**config.mk**
```make
export PLATFORM = sky130hd
export DESIGN_NAME = axis_packet_generator_flat
export DESIGN_NICKNAME = d
export VERILOG_FILES = /design/src/rtl/axis_pktgen_pkg.sv /design/src/rtl/AXIS_int.sv /design/src/rtl/axis_packet_generator.sv /design/src/flat_wrapper.sv
export SDC_FILE = /design/constraint.sdc
export NUM_CORES = 1
export LEC_CHECK = 0
export CAP_MARGIN = 20
export CORE_MARGIN = 2
export CORE_UTILIZATION = 45
export DETAILED_ROUTE_END_ITERATION = 6
export PLACE_DENSITY = 0.69
export SYNTH_ARGS = -nofsm -noshare
export SYNTH_HDL_FRONTEND = slang
export SYNTH_SLANG_ARGS = --single-unit
export TNS_END_PERCENT = 20
```
**constraint.sdc**
```tcl
create_clock -name clk -period 4.5 [get_ports clk]
set_input_delay 1.35 -clock clk [delete_from_list [all_inputs] [get_ports clk]]
set_output_delay 1.35 -clock clk [all_outputs]
set_load 0.05 [all_outputs]
```
**src/rtl/axis_pktgen_pkg.sv**
```systemverilog
// axis_pktgen_pkg: shared FSM state type and the per-word payload builder for the packet generator
package axis_pktgen_pkg;
  localparam int MAX_DB = 64;
  typedef enum logic [1:0] {IDLE, SEND, GAP} state_t;
  typedef struct packed {
    logic [MAX_DB*8-1:0] data;
    logic [MAX_DB-1:0]   keep;
  } word_t;
  function automatic word_t payload_word(input int pkt, input int word, input int db, input int blen);
    word_t w;
    int k;
    w = '0;
    for (int l = 0; l < MAX_DB; l++) begin
      k = word * db + l;
      if (l < db && k < blen) begin
        w.keep[l] = 1'b1;
        w.data[l*8 +: 8] = 8'(pkt + k);
      end
    end
    return w;
  endfunction
endpackage

```
**src/rtl/AXIS_int.sv**
```systemverilog
// AXIS_int: AXI-Stream bundle with master/slave views
interface AXIS_int #(
  parameter int DATA_BYTES = 8,
  parameter int ID_WIDTH   = 1,
  parameter int DEST_WIDTH = 4,
  parameter int USER_WIDTH = 1
) ();
  logic                    tvalid;
  logic                    tready;
  logic [DATA_BYTES*8-1:0] tdata;
  logic [DATA_BYTES-1:0]   tkeep;
  logic [DATA_BYTES-1:0]   tstrb;
  logic                    tlast;
  logic [ID_WIDTH-1:0]     tid;
  logic [DEST_WIDTH-1:0]   tdest;
  logic [USER_WIDTH-1:0]   tuser;
  modport Master (output tvalid, tdata, tkeep, tstrb, tlast, tid, tdest, tuser, input tready);
  modport Slave  (input tvalid, tdata, tkeep, tstrb, tlast, tid, tdest, tuser, output tready);
endinterface

```
**src/rtl/axis_packet_generator.sv**
```systemverilog
// axis_packet_generator: emits counted runs of fixed-length AXI-Stream packets with optional idle gaps
module axis_packet_generator
  import axis_pktgen_pkg::*;
#(
  parameter int DATA_BYTES = 8,
  parameter int DEST_WIDTH = 4,
  parameter int MTU_BYTES  = 1500,
  parameter int MAX_PKTS   = 65535
) (
  input  logic                           clk,
  input  logic                           sreset,
  input  logic                           start,
  input  logic [$clog2(MAX_PKTS+1)-1:0]  num_pkts,
  input  logic [$clog2(MTU_BYTES+1)-1:0] pkt_blen,
  input  logic [DEST_WIDTH-1:0]          pkt_dest,
  input  logic                           dest_incr,
  input  logic [15:0]                    gap_cycles,
  output logic                           busy,
  output logic                           done,
  output logic                           cfg_err,
  output logic [$clog2(MAX_PKTS+1)-1:0]  pkts_sent,
  AXIS_int.Master                        axis_out
);
  localparam int NP_W = $clog2(MAX_PKTS + 1);
  localparam int BL_W = $clog2(MTU_BYTES + 1);
  localparam int WW   = $clog2((MTU_BYTES + DATA_BYTES - 1) / DATA_BYTES + 1);
  localparam int DW   = DATA_BYTES * 8;
  state_t                state_q, state_d;
  logic [NP_W-1:0]       num_q, num_d, pkts_q, pkts_d, lp;
  logic [BL_W-1:0]       blen_q, blen_d, lb;
  logic                  incr_q, incr_d;
  logic [15:0]           gap_q, gap_d, gcnt_q, gcnt_d;
  logic [WW-1:0]         word_q, word_d, lw;
  logic                  tvalid_q, tvalid_d, tlast_q, tlast_d;
  logic [DW-1:0]         tdata_q, tdata_d;
  logic [DATA_BYTES-1:0] tkeep_q, tkeep_d;
  logic [DEST_WIDTH-1:0] tdest_q, tdest_d;
  logic                  done_q, done_d, cfg_err_q, cfg_err_d;
  logic                  hs, cfg_ok, ld, lastw, unused_pw;
  word_t                 pw;
  assign hs = tvalid_q & axis_out.tready;
  assign cfg_ok = pkt_blen != '0 && pkt_blen <= BL_W'(MTU_BYTES);
  // pick which (packet, word, length) the next loaded beat is built from
  always_comb begin
    lp = state_q == IDLE ? '0 : (state_q == SEND && tlast_q) ? pkts_q + 1'b1 : pkts_q;
    lw = (state_q == SEND && !tlast_q) ? word_q + 1'b1 : '0;
    lb = state_q == IDLE ? pkt_blen : blen_q;
  end
  assign pw = payload_word(int'(lp), int'(lw), DATA_BYTES, int'(lb));
  assign lastw = (int'(lw) + 1) * DATA_BYTES >= int'(lb);
  assign unused_pw = ^pw;
  // run sequencing: accept/reject start, advance words and packets, count gaps
  always_comb begin
    state_d = state_q;
    num_d = num_q;
    blen_d = blen_q;
    incr_d = incr_q;
    gap_d = gap_q;
    pkts_d = pkts_q;
    word_d = word_q;
    gcnt_d = gcnt_q;
    tvalid_d = tvalid_q;
    tlast_d = tlast_q;
    tdata_d = tdata_q;
    tkeep_d = tkeep_q;
    tdest_d = tdest_q;
    done_d = 1'b0;
    cfg_err_d = 1'b0;
    ld = 1'b0;
    case (state_q)
      IDLE: if (start) begin
        if (!cfg_ok) cfg_err_d = 1'b1;
        else begin
          num_d = num_pkts;
          blen_d = pkt_blen;
          incr_d = dest_incr;
          gap_d = gap_cycles;
          pkts_d = '0;
          tdest_d = pkt_dest;
          if (num_pkts == '0) done_d = 1'b1;
          else begin
            state_d = SEND;
            ld = 1'b1;
          end
        end
      end
      SEND: if (hs) begin
        if (!tlast_q) ld = 1'b1;
        else begin
          pkts_d = pkts_q + 1'b1;
          tdest_d = tdest_q + DEST_WIDTH'(incr_q);
          if (pkts_d == num_q) begin
            state_d = IDLE;
            tvalid_d = 1'b0;
            tlast_d = 1'b0;
            done_d = 1'b1;
          end else if (gap_q == '0) ld = 1'b1;
          else begin
            state_d = GAP;
            tvalid_d = 1'b0;
            tlast_d = 1'b0;
            gcnt_d = gap_q;
          end
        end
      end
      GAP: if (gcnt_q == 16'd1) begin
        state_d = SEND;
        ld = 1'b1;
      end else gcnt_d = gcnt_q - 1'b1;
      default: state_d = IDLE;
    endcase
    if (ld) begin
      tvalid_d = 1'b1;
      word_d = lw;
      tdata_d = pw.data[DW-1:0];
      tkeep_d = pw.keep[DATA_BYTES-1:0];
      tlast_d = lastw;
    end
  end
  // state and registered stream outputs
  always_ff @(posedge clk) begin
    if (sreset) begin
      state_q <= IDLE;
      num_q <= '0;
      blen_q <= '0;
      incr_q <= 1'b0;
      gap_q <= '0;
      pkts_q <= '0;
      word_q <= '0;
      gcnt_q <= '0;
      tvalid_q <= 1'b0;
      tlast_q <= 1'b0;
      tdata_q <= '0;
      tkeep_q <= '0;
      tdest_q <= '0;
      done_q <= 1'b0;
      cfg_err_q <= 1'b0;
    end else begin
      state_q <= state_d;
      num_q <= num_d;
      blen_q <= blen_d;
      incr_q <= incr_d;
      gap_q <= gap_d;
      pkts_q <= pkts_d;
      word_q <= word_d;
      gcnt_q <= gcnt_d;
      tvalid_q <= tvalid_d;
      tlast_q <= tlast_d;
      tdata_q <= tdata_d;
      tkeep_q <= tkeep_d;
      tdest_q <= tdest_d;
      done_q <= done_d;
      cfg_err_q <= cfg_err_d;
    end
  end
  assign busy = state_q != IDLE;
  assign done = done_q;
  assign cfg_err = cfg_err_q;
  assign pkts_sent = pkts_q;
  assign axis_out.tvalid = tvalid_q;
  assign axis_out.tdata = tdata_q;
  assign axis_out.tkeep = tkeep_q;
  assign axis_out.tstrb = tkeep_q;
  assign axis_out.tlast = tlast_q;
  assign axis_out.tdest = tdest_q;
  assign axis_out.tid = '0;
  assign axis_out.tuser = '0;
endmodule

```
**src/flat_wrapper.sv**
```systemverilog
// flat-port wrapper written by rule: the top's interface ports become plain ports
module axis_packet_generator_flat import axis_pktgen_pkg::*;
#(
  parameter int DATA_BYTES = 8,
  parameter int DEST_WIDTH = 4,
  parameter int MTU_BYTES  = 1500,
  parameter int MAX_PKTS   = 65535
)
  (clk, sreset, start, num_pkts, pkt_blen, pkt_dest, dest_incr, gap_cycles, busy, done, cfg_err, pkts_sent, axis_out_tvalid, axis_out_tdata, axis_out_tkeep, axis_out_tstrb, axis_out_tlast, axis_out_tid, axis_out_tdest, axis_out_tuser, axis_out_tready);
  AXIS_int #(.DATA_BYTES(DATA_BYTES), .ID_WIDTH(1), .DEST_WIDTH(DEST_WIDTH), .USER_WIDTH(1)) axis_out_i ();
  input  logic clk;
  input  logic sreset;
  input  logic start;
  input  logic [$clog2(MAX_PKTS+1)-1:0] num_pkts;
  input  logic [$clog2(MTU_BYTES+1)-1:0] pkt_blen;
  input  logic [DEST_WIDTH-1:0] pkt_dest;
  input  logic dest_incr;
  input  logic [15:0] gap_cycles;
  output logic busy;
  output logic done;
  output logic cfg_err;
  output logic [$clog2(MAX_PKTS+1)-1:0] pkts_sent;
  output wire logic [$bits(axis_out_i.tvalid)-1:0] axis_out_tvalid;
  output wire logic [$bits(axis_out_i.tdata)-1:0] axis_out_tdata;
  output wire logic [$bits(axis_out_i.tkeep)-1:0] axis_out_tkeep;
  output wire logic [$bits(axis_out_i.tstrb)-1:0] axis_out_tstrb;
  output wire logic [$bits(axis_out_i.tlast)-1:0] axis_out_tlast;
  output wire logic [$bits(axis_out_i.tid)-1:0] axis_out_tid;
  output wire logic [$bits(axis_out_i.tdest)-1:0] axis_out_tdest;
  output wire logic [$bits(axis_out_i.tuser)-1:0] axis_out_tuser;
  input wire logic [$bits(axis_out_i.tready)-1:0] axis_out_tready;
  assign axis_out_tvalid = axis_out_i.tvalid;
  assign axis_out_tdata = axis_out_i.tdata;
  assign axis_out_tkeep = axis_out_i.tkeep;
  assign axis_out_tstrb = axis_out_i.tstrb;
  assign axis_out_tlast = axis_out_i.tlast;
  assign axis_out_tid = axis_out_i.tid;
  assign axis_out_tdest = axis_out_i.tdest;
  assign axis_out_tuser = axis_out_i.tuser;
  assign axis_out_i.tready = axis_out_tready;
  axis_packet_generator #(.DATA_BYTES(DATA_BYTES), .DEST_WIDTH(DEST_WIDTH), .MTU_BYTES(MTU_BYTES), .MAX_PKTS(MAX_PKTS)) u_core (.clk(clk), .sreset(sreset), .start(start), .num_pkts(num_pkts), .pkt_blen(pkt_blen), .pkt_dest(pkt_dest), .dest_incr(dest_incr), .gap_cycles(gap_cycles), .busy(busy), .done(done), .cfg_err(cfg_err), .pkts_sent(pkts_sent), .axis_out(axis_out_i));
endmodule
```
Yosys cells after proc, flatten, opt, wreduce, memory -nomap -nowiden
Cells that the tools add are included.
{"block": "word_totals", "ff_bits": 166, "latchBits": 0, "ram_bits": 0, "mem_bits_ro": 0, "inputBits": 52, "output_inout_bits": 107, "elab_cells": 156, "mem_count": 0}
{"block": "op_classes", "addsub": 20, "multipliers": 0, "n_div": 0, "order_cmp": 10, "eq_ne": 15, "shifts": 0, "mux": 72, "bitwise": 3, "n_reduce_logical": 21}
{"op": "16-bit 2-to-1 mux", "n": 9}
{"op": "8-bit 2-to-1 mux", "n": 11}
{"op": "12-bit by 11-bit less-than comparator with 1-bit output", "n": 7}
{"op": "8-bit adder", "n": 8}
{"op": "16-bit case mux with 2 select lines", "n": 2}
{"op": "11-bit by 3-bit adder with 12-bit output (second input constant)", "n": 4}
{"op": "1-bit 2-to-1 mux", "n": 33}
{"op": "32-bit by 12-bit greater-or-equal comparator with 1-bit output", "n": 1}
{"op": "16-bit zero test", "n": 2}
{"op": "11-bit by 2-bit adder with 12-bit output (second input constant)", "n": 2}
{"op": "16-bit by 1-bit adder with 16-bit output (second input constant)", "n": 1}
{"op": "16-bit by 1-bit == test with 1-bit output (second input constant)", "n": 1}
{"op": "16-bit == test", "n": 1}
{"op": "2-bit 2-to-1 mux", "n": 8}
{"op": "4-bit 2-to-1 mux", "n": 4}
{"op": "16-bit by 1-bit subtractor with 16-bit output (second input constant)", "n": 1}
{"op": "11-bit by 1-bit adder with 12-bit output (second input constant)", "n": 1}
{"op": "2-bit nonzero test", "n": 6}
{"op": "11-bit less-or-equal comparator (second input constant)", "n": 1}
{"op": "11-bit less-than comparator", "n": 1}
{"op": "11-bit 2-to-1 mux", "n": 1}
{"op": "11-bit nonzero test", "n": 1}
{"op": "2-bit inequality test (second input constant)", "n": 5}
{"op": "8-bit by 1-bit adder with 9-bit output (second input constant)", "n": 1}
{"op": "other kinds (23)", "n": 29}

Depth between registers and ports, before layout
Gate-level depths: netlist of the first run.
{"block": "logic_depth", "ltp_word": 8, "depth_mapped": 17, "mapped_depth_nobuf": 15}

Worst setup path before layout of the first run
OpenSTA, ideal clock, no wires.
{"block": "synth_timing", "path_kind": "input-to-reg", "start": "in pkt_blen[5]", "end": "reg u_core.tdata_q[33], in the netlist u_core.axis_out.tdata[33]", "setup_ps": 70, "arrival_ps": 3816, "t_required_ps": 4430, "setup_slack_ps": 613, "path_stages": 11, "path_buffers": 1, "cell_sequence": "mux2i_1 ha_1 a21o_1 a21o_1 a21o_1 a2111oi_2 o21ai_0 clkbuf_1 nor2_1 o211ai_1 a21oi_1"}
{"block": "synth_between", "elab_chain_len": 5, "word_cells_on_any_way": 9, "classes_between": "order compare (2); mux (5); reduce/logical (2)"}
{"element": "from (decl)", "line_no": "flat_wrapper.sv:15", "text": "input logic [$clog2(MTU_BYTES+1)-1:0] pkt_blen;"}
{"element": "11-bit less-or-equal comparator / 11-bit nonzero test (equally long branches)", "line_no": "axis_packet_generator.sv:42", "text": "assign cfg_ok = pkt_blen != '0 && pkt_blen <= BL_W'(MTU_BYTES);"}
{"element": "1-bit logical AND", "line_no": "axis_packet_generator.sv:42"}
{"element": "1-bit 2-to-1 mux", "line_no": "axis_packet_generator.sv:72", "text": "if (!cfg_ok) cfg_err_d = 1'b1;"}
{"element": "1-bit 2-to-1 mux", "line_no": "axis_packet_generator.sv:71", "text": "IDLE: if (start) begin"}
{"element": "1-bit case mux with 3 select lines", "line_no": "axis_packet_generator.sv:70", "text": "case (state_q)"}
{"element": "to (signal assigned)", "line_no": "axis_packet_generator.sv:149", "text": "tdata_q <= tdata_d;"}
{"element": "to (decl)", "line_no": "axis_packet_generator.sv:35", "text": "logic [DW-1:0] tdata_q, tdata_d;"}
Parallel ways exist; a longest one is shown, timed or not.
A chain may end at the register's enable or synchronous reset.

Worst setup path after layout of the first run
{"block": "layout_timing", "start": "in pkt_blen[5]", "end": "reg u_core.tdata_q[28], in the netlist u_core.axis_out.tdata[28]"}
Same word-level chain as after synthesis.

==> results of run 1 <==
per-layer routing:
metal  GRT usage [%]  wire, µm  up-vias
li1                -         -     4686
met1            38.6     14200     4595
met2            38.1     13100      403
met3            4.43      2010       27
met4            5.23       290        0
met5               0         0        -
sequential cells by signal, summed over array words and instances (netlist names), 4 cells and up:
register,count
u_core.axis_out.tdata,64
u_core.gap_q,16
u_core.gcnt_q,16
u_core.num_q,16
u_core.pkts_sent,16
u_core.blen_q,11
u_core.axis_out.tkeep,8
u_core.word_q,8
u_core.axis_out.tdest,4
cells in the mapped netlist, drive strengths merged, types with 9 or more instances:
library cell  number
dfxtp            166
nand2            153
a21oi            125
nand3             75
clkbuf            70
o21ai             61
nand4             53
nor2              52
buf               42
xnor2             41
ha                37
o41ai             35
nor3              30
xor2              30
o211ai            28
inv               25
a31oi             20
and3              17
nor4              16
mux2i             14
a311oi            13
nor2b             10
a21o               9
nand2b             9
o31ai              9
critical path, stage by stage:
cell and delay, ps:
clkdlybuf4s50_1 430, mux2i_1 260, ha_1 300, a21o_1 190
a21o_1 180, a21o_1 180, a2111oi_2 390, o21ai_0 200
buf_4 200, buf_4 170, o41ai_1 390
kinds of logic (layout without fill, tap and decap cells):
kind of cell	after synthesis	in the layout	share of synthesized area, %
AOI/OAI and AO/OA	349	349	23.8
muxes	16	16	1.67
DFF	166	166	34.1
xor gates and xnor gates	71	71	6.46
other	1	2	0.0385
buffers and inverters	137	249	6.58
and+or+nand+nor	442	442	22.2
adders and majority gates	39	39	5.16
final timing paths:
check,startpoint,to,slack [ps]
setup / recovery,pkt_blen[5],u_core.axis_out.tdata[28],560
setup reg to reg,u_core.axis_out.tlast,u_core.axis_out.tdata[63],730
hold reg to reg,u_core.blen_q[8],u_core.blen_q[8],450
hold / removal,u_core.blen_q[8],u_core.blen_q[8],450
power groups by stage:
stage / combinational (mW) / clock, mW / sequential (mW)
final: 0.635 / 1.52 / 1.57
after CTS: 0.632 / 1.53 / 1.57
after global routing: 0.685 / 1.60 / 1.58
after floorplan: 0.331 / 0 / 1.69
after global placement: 0.624 / 0 / 1.60
after detailed placement: 0.630 / 0 / 1.60
layout make-up:
class,instances,area (µm²)
Fill cell,1938,9090
Sequential cell,166,3320
Multi-Input combinational cell,919,5800
Clock buffer,20,457
Clock inverter,11,151
Inverter,25,93.8
Tap cell,275,344
Timing Repair Buffer,193,1900
layout by cell type, fill, tap and decap left out, drive strengths merged, types with 30 or more instances in the layout:
| cell type | Yosys | layout |
|---|---|---|
| o21ai | 61 | 61 |
| ha | 37 | 37 |
| o41ai | 35 | 35 |
| buf | 42 | 38 |
| xor2 | 30 | 30 |
| nor2 | 52 | 52 |
| clkdlybuf4s50 | 0 | 155 |
| nand2 | 153 | 153 |
| nor3 | 30 | 30 |
| xnor2 | 41 | 41 |
| nand3 | 75 | 75 |
| a21oi | 125 | 125 |
| nand4 | 53 | 53 |
| dfxtp | 166 | 166 |
per-stage QoR:
| stage | power (mW) | hold slack (ps) |
|---|---|---|
| 2_1_floorplan | 2.02 | 432 |
| 3_3_place_gp | 2.23 | 439 |
| 3_5_place_dp | 2.23 | 446 |
| 4_1_cts | 3.73 | 455 |
| 5_1_grt | 3.86 | 474 |
| 6_report | 3.72 | 454 |
==> flow_summary.toml, run 1 <==
[placed_design]
place_hpwl_um = 20700
place_ws_ps = 224
portBuffers = 156
dp.cells = 1578
place_congestion = 0.874
place_area_um2 = 11500

[global_routing]
first_global_vias = 8623
grt_max_degree = 160
grt_pass1_wl_um = 46600
grt_overflow = 0
antenna_found_initial = 0
grt_use_total_pct = 25.6

[clocking]
post_cts_buffers = 0
cts_hold_buf = 0
clock-root-buffer = "clkbuf_16"
cts_tree = "yes"
clkLatencyLatePin_ps = 430
cts_buffers = 17
cts_resized = 0
cts.sinks = 166
clockBufferDepth = 2
cts.clk_slew.worst_paths_ps = 60
ctsHtreeMaxLevel = 4

[power]
leakage_nw = 4.38
p_per_area_nw_per_um2 = 309
internal_power_mw = 2.65
clkPwrFrac_pct = 40.8
ir_worst_vdd_uv = 260
power.switching_mw = 1.07
swShare_pct = 28.9
pwr-share-comb_pct = 17.0
pwr-share-seq_pct = 42.2

[cells_and_area]
postLayoutCellArea_um2 = 12100
synthToLayoutAreaGrowth_pct = 23.8
nets = 1413
antenna_cells = 0
utilization_pct = 57.0
fin_cells = 1609
post_route_cells_drive_above_1_share_pct = 6.82

[timing]
rsz0062_at_grt = "false"
finalCritPeriodShare_pct = 87.7
layout_min_cycle_time_ps = 3940
slew_headroom_pct = 32.4
finalClockSkew_ps = 11.4
setup_viol = 0
tightest_slew_ps = 1010
setup-tns-final_ps = 0
fmax_ghz = 0.254
finalMaxSlewViolations = 0
setup_ws_ps = 555
hold_viol = 0

[logic_synthesis]
synthCells = 1221
synth_seq_cells = 166
synth_ff_type = "dfxtp_1"
synth_top_area_cell = "dfxtp_1"
seq_area_frac_synth_pct = 34.1
syn_area_um2 = 9750
avgSynthCellArea_um2 = 7.98
synth.distinct_cells = 75
async_flop_share_pct = 0
ys_warn_count = 0
yosysTopAreaCellShare_pct = 34.1
synth_edf_count = 0
synthTopCellsByArea = "dfxtp_1 34%, a21oi_1 6.3%, nand2_1 5.9%, ha_1 4.7%, nand3_1 3.9%"

[floorplan]
rows = 53
fp.coreArea_um2 = 21200
io_pins = 159
die_x_um = 151
initial_utilization_pct = 46.1
dieArea_um2 = 22900
die_y_um = 151

[detailed_routing]
vias_per_cell = 6.04
wl_um = 29600
wire_per_inst_um = 18.4
ant_nets = 0
drt_pre_antenna_iters = 6
vias = 9711
drc = 0
drtIter0Drc = 884

[flow_run]
drv_cap = 0

[worst_setup_path]
cp.arrival_ps = 4240
critPathMaxFanout = 8
rr_worst_depth = 13
worstPathRequired_ps = 4800
worst-setup-path-type = "in2reg"
critPathLaunchType = "input pin"
end_kind = "flip-flop"

[min_path]
hold_depth = 2
min_path_type = "reg2reg"

[run_status]
status = "finished clean"
(Power assumes the default switching activity.)
==> run 2, diff against run 1 <==
Settings changed: CORE_UTILIZATION 45 to 54, PLACE_DENSITY 0.69 to 0.78.
==> run 2 against run 1 <==
  * Register-to-register slack lost 70 ps
  * Die area shrank 16%
  * Largest cell class unchanged
  * Global-route usage grew 4.1 points
  * Flip-flop and latch count is the same
  * Highest routed layer unchanged
  * Non-clock buffer count shrank 6
  * Combinational power shrank 0.9%
  * Largest power group unchanged
==> flow_summary.toml, run 2 (same netlist as run 1, synthesis figures left out) <==
[worst_setup_path]
worstPathRequired_ps = 4860
critPathLaunchType = "input pin"
crit_path_frequent_cell = "a21o_1"
cp.arrival_ps = 4380
path_cells = "clkdlybuf4s50_1, mux2i_1, ha_1, a21o_1, a21o_1, a21o_1, a2111oi_2, o21ai_0, nor2_1, buf_4, o211ai_1, a21oi_1"
crit_family = "compound AO/OA/AOI/OAI gates"
crit_path_top_delay_cell = "clkdlybuf4s50_1"
cp_num_buf_inv = 2
critPathMaxFanout = 9
end_kind = "flip-flop"
cpPeakStageDelay_ps = 470
worst-setup-path-type = "in2reg"
rrSetupSlack_ps = 660

[detailed_routing]
drt_pre_antenna_iters = 5
wl_met1_um = 12800
met3_length_um = 2550
drtIter0Drc = 1174
drc = 0
wl_um = 29000
ant_nets = 0
vias_per_cell = 6.37
routed.top_layer = "met4"
met2WireLength_um = 13000
wire_per_inst_um = 18.7
vias = 9910

[cells_and_area]
largest_reg_flops = 64
antenna_cells = 0
synthToLayoutAreaGrowth_pct = 22.6
n_fill_cell = 1498
final_common_cell = "dfxtp_1"
nets = 1407
final_cell_mix = "166 x dfxtp_1, 155 x clkdlybuf4s50_1, 152 x nand2_1"
post_route_cells_drive_above_1_share_pct = 6.25
postLayoutCellArea_um2 = 12000

[global_routing]
grt_max_degree = 160
grt_overflow = 0
first_global_vias = 9089
grt_use_total_pct = 29.7
antenna_found_initial = 0
grt_pass1_wl_um = 47000

[placed_design]
place_area_um2 = 11300
place_hpwl_um = 19900
portBuffers = 156
place_congestion = 0.919

[clocking]
clockBufferDepth = 2
post_cts_buffers = 0
cts_hold_buf = 0
ctsHtreeMaxLevel = 4
clock-root-buffer = "clkbuf_16"
cts.sinks = 166
cts_resized = 0
clkLatencyLatePin_ps = 440
cts.clk_slew.worst_paths_ps = 60
cts_tree = "yes"
cts_buffers = 17

[floorplan]
io_pins = 159
initial_utilization_pct = 54.6
die_y_um = 138
dieArea_um2 = 19100
fp.coreArea_um2 = 17800
rows = 49
die_x_um = 138

[timing]
setup-tns-final_ps = 0
finalClockSkew_ps = 7.23
finalCritPeriodShare_pct = 89.4
finalMaxSlewViolations = 0
fmax_ghz = 0.249
setup_viol = 0
rsz0062_at_grt = "false"
layout_min_cycle_time_ps = 4020
slew_headroom_pct = 33.3
hold_viol = 0
tightest_slew_ps = 999

[power]
p_per_area_nw_per_um2 = 313
ir_worst_vdd_uv = 288
total_power_mw = 3.74
leakage_nw = 4.36

[min_path]
min_path_type = "reg2reg"

[run_status]
status = "finished clean"

[flow_run]
drv_cap = 0
## run 2: changes by cell type in the layout (fill, tap and decap cells not counted), moves of 2 or more
| cell | delta |
|---|---|
| clkinv_2 | +2 |
| clkinv_4 | -2 |
| clkinvlp_4 | -3 |
| buf_4 | -5 |
## run 2: area by class of cell
cell class	instances	area (µm²)	share of cell area, %
Clock buffer	21	460	3.85
Clock inverter	9	151	1.27
Inverter	25	93.8	0.785
Multi-Input combinational cell	919	5800	48.5
Sequential cell	166	3320	27.8
Tap cell	229	287	2.40
Timing Repair Buffer	187	1840	15.4
## run 2: worst paths after layout
kind | start | endpoint | depth (start not counted)
worst max-delay path | pkt_blen[5] | u_core.axis_out.tdata[40] | 12
worst min-delay path | u_core.blen_q[2] | u_core.blen_q[2] | 2
worst max register to register | u_core.pkts_sent[0] | u_core.axis_out.tdata[60] | 10
worst min register to register | u_core.blen_q[2] | u_core.blen_q[2] | 2
## run 2: tightest hold or removal path, delay by kind of cell, from the launching register on
family	cells	cell delay (ps)
AOI/OAI and AO/OA	1	50
DFF	1	300
and+or+nand+nor	1	50
## run 2: power breakdown
group	internal [mW]	switching [mW]
logic	0.221	0.408
clock network	0.949	0.591
registers	1.52	0.0456
total	2.69	1.04
## run 2: routing by layer
layer,global-route usage [%],vias to the layer above
met3,5.37,65
li1,-,4672
met1,43.4,4694
met4,8.70,0
met5,0,-
met2,44.7,479
## run 2: stage by stage
stage	setup WS, ps	util [%]	hold WS [ps]	cells
floorplan	613	-	432	1222
global route	290	67.0	482	1556
detailed placement	126	63.6	446	1526
CTS	504	67.0	454	1556
global placement	204	63.6	441	1526
finish	477	67.0	451	1556
